==> src/rtl/matmul_sequencer.sv <==
// Control sequencer for an N x N systolic matrix multiply: loads operands into
// weight memory under a stallable handshake, then steps the feed/compute phase.
module matmul_sequencer #(
  parameter int unsigned N  = 2,
  localparam int unsigned AW = $clog2(2 * N * N),
  localparam int unsigned CW = $clog2(N * N + N),
  localparam int unsigned OW = $clog2(N * N)
) (
  input  logic          clk,
  input  logic          rst_n,
  input  logic          start,
  input  logic          reuse_weights,
  input  logic          host_valid,
  output logic          host_req_mat,
  output logic          wm_load_mat,
  output logic [AW-1:0] wm_addr,
  output logic          feeding_en,
  output logic [CW-1:0] mmu_cycles,
  output logic          out_valid,
  output logic [OW-1:0] out_idx,
  output logic          busy,
  output logic          done
);

  localparam int unsigned NN = N * N;
  localparam logic [AW-1:0] LAST_A    = AW'(NN - 1);
  localparam logic [AW-1:0] LAST_AB   = AW'(2 * NN - 1);
  localparam logic [CW-1:0] FEED_LAST = CW'(NN + N - 1);
  localparam logic [CW-1:0] FIRST_OUT = CW'(N);

  typedef enum logic [1:0] {
    IDLE = 2'd0,
    LOAD = 2'd1,
    FEED = 2'd2
  } state_t;

  state_t          state_q, state_d;
  logic [AW-1:0]   ld_cnt_q, ld_cnt_d;
  logic [CW-1:0]   cyc_q, cyc_d;
  logic            reuse_q, reuse_d;
  logic            done_q, done_d;
  logic            accept;
  logic            last_accept;

  assign accept      = (state_q == LOAD) && host_valid;
  // Reuse keeps B resident, so the load ends after the A block.
  assign last_accept = accept && (ld_cnt_q == (reuse_q ? LAST_A : LAST_AB));

  always_ff @(posedge clk or negedge rst_n) begin
    if (!rst_n) begin
      state_q  <= IDLE;
      ld_cnt_q <= '0;
      cyc_q    <= '0;
      reuse_q  <= 1'b0;
      done_q   <= 1'b0;
    end else begin
      state_q  <= state_d;
      ld_cnt_q <= ld_cnt_d;
      cyc_q    <= cyc_d;
      reuse_q  <= reuse_d;
      done_q   <= done_d;
    end
  end

  always_comb begin
    state_d  = state_q;
    ld_cnt_d = ld_cnt_q;
    cyc_d    = cyc_q;
    reuse_d  = reuse_q;
    done_d   = 1'b0;
    unique case (state_q)
      IDLE: begin
        if (start) begin
          state_d  = LOAD;
          reuse_d  = reuse_weights;
          ld_cnt_d = '0;
        end
      end
      LOAD: begin
        if (last_accept) begin
          state_d  = FEED;
          ld_cnt_d = '0;
          cyc_d    = '0;
        end else if (accept) begin
          ld_cnt_d = ld_cnt_q + 1'b1;
        end
      end
      FEED: begin
        if (cyc_q == FEED_LAST) begin
          state_d = IDLE;
          cyc_d   = '0;
          done_d  = 1'b1;
        end else begin
          cyc_d = cyc_q + 1'b1;
        end
      end
      default: state_d = IDLE;
    endcase
  end

  always_comb begin
    host_req_mat = (state_q == LOAD);
    wm_load_mat  = accept;
    wm_addr      = (state_q == LOAD) ? ld_cnt_q : '0;
    feeding_en   = (state_q == FEED);
    mmu_cycles   = (state_q == FEED) ? cyc_q : '0;
    // Row-major emission at N + i*N + j always trails readiness at N + i + j.
    out_valid    = (state_q == FEED) && (cyc_q >= FIRST_OUT);
    out_idx      = out_valid ? OW'(cyc_q - FIRST_OUT) : '0;
    busy         = (state_q != IDLE);
    done         = done_q;
  end

endmodule

==> config.mk <==
export PLATFORM = sky130hd
export DESIGN_NAME = matmul_sequencer
export DESIGN_NICKNAME = d
export VERILOG_FILES = /design/src/rtl/matmul_sequencer.sv
export SDC_FILE = /design/constraint.sdc
export NUM_CORES = 1
export LEC_CHECK = 0
export BUFFER_PORTS_ARGS = -buffer_cell sky130_fd_sc_hd__buf_2
export CORE_MARGIN = 2
export CORE_UTILIZATION = 45
export CTS_CLUSTER_SIZE = 16
export DETAILED_ROUTE_END_ITERATION = 12
export GPL_TIMING_DRIVEN = 0
export PLACE_DENSITY = 0.76
export SYNTH_ARGS = -nofsm -noshare
export SYNTH_HDL_FRONTEND = slang
export SYNTH_SLANG_ARGS = --single-unit
==> constraint.sdc <==
create_clock -name clk -period 2.4 [get_ports clk]
set_input_delay 0.24 -clock clk [delete_from_list [all_inputs] [get_ports clk]]
set_output_delay 0.24 -clock clk [all_outputs]
set_load 0.005 [all_outputs]
==> results.yml <==
clock_tree:
  cts_tree: "done"
  cts_made_buffers: 3
  cts_buffer_depth: 2
  post_cts_resized: 0
  clk_pin_slew_worst_paths_ns: 0.06
  cts_root_buf: "clkbuf_4"
  clkLatencyLatePin_ns: 0.26
  ctsHoldBuffers: 1
  clock_tree.htree_level_count: 1
  cts_setup_buffers: 0
  clock_sinks: 10
floorplanning:
  die_x_um: 40.7
  num_rows: 13
  dieArea_mm2: 0.00166
  core_area_mm2: 0.00128
  die_h_um: 40.7
  io_pins: 19
  initial_utilization: 0.472
setup_path:
  cp_slowest_cell: "dfrtp_1"
  worstPathRequired_ns: 2.16
  critPathBufInv: 4
  crit_chain: "buf_6 -> nand2b_1 -> inv_1 -> nand2_1 -> inv_1 -> buf_2"
  cp_top_family: "buffers and inverters"
  ff2ff_path_depth: 6
  critPathMostFrequentCell: "inv_1"
  cp-end-kind: "output pin"
  start_kind: "flop"
  critical_path_class: "flop to output pin"
  worst-path-stages: 6
  crit_fanout: 8
  max_stage_delay_ns: 0.37
  cp.arrival_ns: 1.49
yosys:
  synth-edff-count: 0
  syn_inst: 63
  synthTopCellsByCount: "dfrtp_1, nor2_1, nand2_1, o21ai_0, and2_2"
  yosysSeqAreaShare: 0.412
  avgSynthCellArea_um2: 9.63
  synth_top_area_share: 0.412
  yosys-top-cells-area: "dfrtp_1, buf_6, and2_2"
  synthesis.area_um2: 607
  synthFlopType: "dfrtp_1"
  yosys_warnings: 0
  yosysTopAreaCell: "dfrtp_1"
  synth_cell_types: 23
  synthArstFlopShare: 1.00
  synth_fp_nets: 69
  synth.ff_latch_count: 10
  yosysMostFrequentCell: "dfrtp_1"
global_routing:
  top_usage_layer: "met2"
  use_met2: 0.294
  grt_pass1_vias: 463
  antenna_found_initial: 0
  gr-total-overflow: 0
  grt_use_total: 0.186
  grt_pass1_wl_um: 1920
  grt_use_met3: 0.0652
  grtUsageMet1: 0.211
  grt_max_degree: 11
status:
  status: "completed"
place:
  dpl.hpwl_um: 903
  globalplace.congestion: 0.689
  post-place-cells: 96
  io_buffers: 18
routing:
  wirelength_um: 1200
  vias_per_cell: 5.31
  drt-initial-drc-count: 6
  drc_errors: 0
  vias: 536
  routedWlPerCell_um: 11.9
  dr.pass1.iters: 4
  antenna_left: 0
sta:
  post-route-period-util: 0.721
  worst_pin_slew_ns: 0.398
  whs_ns: 0.213
  finalMaxSlewViolations: 0
  period_needed_ns: 1.73
  grt_setup_unrepaired: "no"
  setup_viol: 0
  slew-limit-headroom: 0.734
  fin_skew_ns: 0.000709
  hold_viol_final: 0
  tns_ns: 0
  fmax_mhz: 578
layout:
  area_growth_pct: 25.6
  finalNetCount: 93
  fin_util: 0.593
  diodes: 0
  drive_gt1_frac: 0.395
  fin_cells: 101
flow_run:
  maxCapViolCount: 0
pwr:
  totalPowerFinal_mw: 0.809
  p_leak_nw: 0.401
  max-vdd-ir-drop_mv: 0.462
  power_density_mw_per_mm2: 1060
hold_path:
  whs_path_depth: 2
  hp-class: "primary input to flop"
[final cells by class]
type | count | area (um^2)
Buffer | 3 | 33.8
Clock buffer | 4 | 36.3
Fill cell | 125 | 523
Inverter | 3 | 11.3
Multi-Input combinational cell | 47 | 312
Sequential cell | 10 | 250
Tap cell | 15 | 18.8
Timing Repair Buffer | 19 | 100
[logic make-up (layout without fill, tap and decap cells)]
| group | count (synthesis) | count (layout) | share of synthesized area |
|---|---|---|---|
| and+or+nand+nor | 30 | 30 | 0.293 |
| AOI/OAI and AO/OA | 13 | 13 | 0.150 |
| DFF | 10 | 10 | 0.412 |
| buffers and inverters | 6 | 29 | 0.0742 |
| muxes | 2 | 2 | 0.0351 |
| adders and majority gates | 1 | 1 | 0.0206 |
| xor gates and xnor gates | 1 | 1 | 0.0144 |
[metrics by stage]
stage / setup slack, ns / area [um^2]
detailed placement: 0.958 / 716
global route: 0.473 / 762
floorplan: 1.10 / 607
CTS: 0.659 / 762
global placement: 0.998 / 716
finish: 0.668 / 762
[worst paths after layout]
path	from	to	slack [ns]
worst max-delay path	state_q[0]$_DFFE_PN0P_	mmu_cycles[0]	0.67
worst min-delay path	reuse_weights	reuse_q$_DFFE_PN0P_	0.21
worst max register to register	state_q[1]$_DFFE_PN0P_	cyc_q[2]$_DFFE_PN0P_	0.97
worst min register to register	reuse_q$_DFFE_PN0P_	reuse_q$_DFFE_PN0P_	0.54
max in group asynchronous	rst_n	ld_cnt_q[1]$_DFFE_PN0P_	1.86
min in group asynchronous	rst_n	state_q[1]$_DFFE_PN0P_	0.36
[registers in the layout, summed over array words and instances, names as in the netlist]
register / flops
cyc_q: 3
state_q: 2
reuse_q: 1
ld_cnt_q: 3
done: 1
[cells in the final DEF, fill, tap and decap left out, drive strengths merged]
cell type / synthesis / routed
a21o: 1 / 1
a22oi: 2 / 2
and2: 6 / 6
and4: 1 / 1
buf: 3 / 21
clkbuf: 0 / 4
dfrtp: 10 / 10
dlygate4sd3: 0 / 1
ha: 1 / 1
inv: 3 / 3
mux2: 1 / 1
mux2i: 1 / 1
nand2: 6 / 6
nand2b: 2 / 2
nand3b: 3 / 3
nor2: 7 / 7
nor2b: 4 / 4
nor3b: 1 / 1
o21ai: 5 / 5
o21bai: 2 / 2
o31ai: 3 / 3
xor2: 1 / 1
[report_power, final]
group	internal (mW)	switching, mW
Combinational	0.201	0.158
Sequential	0.233	0.0679
Clock	0.0921	0.0560
[layer usage]
layer / wire [um] / vias to the layer above / share of wire
li1: - / 260 / -
met1: 509 / 252 / 0.42
met2: 596 / 20 / 0.50
met3: 72 / 4 / 0.060
met4: 24 / 0 / 0.020
met5: 0 / - / 0
Note: power is estimated with default switching activity, not from simulation.
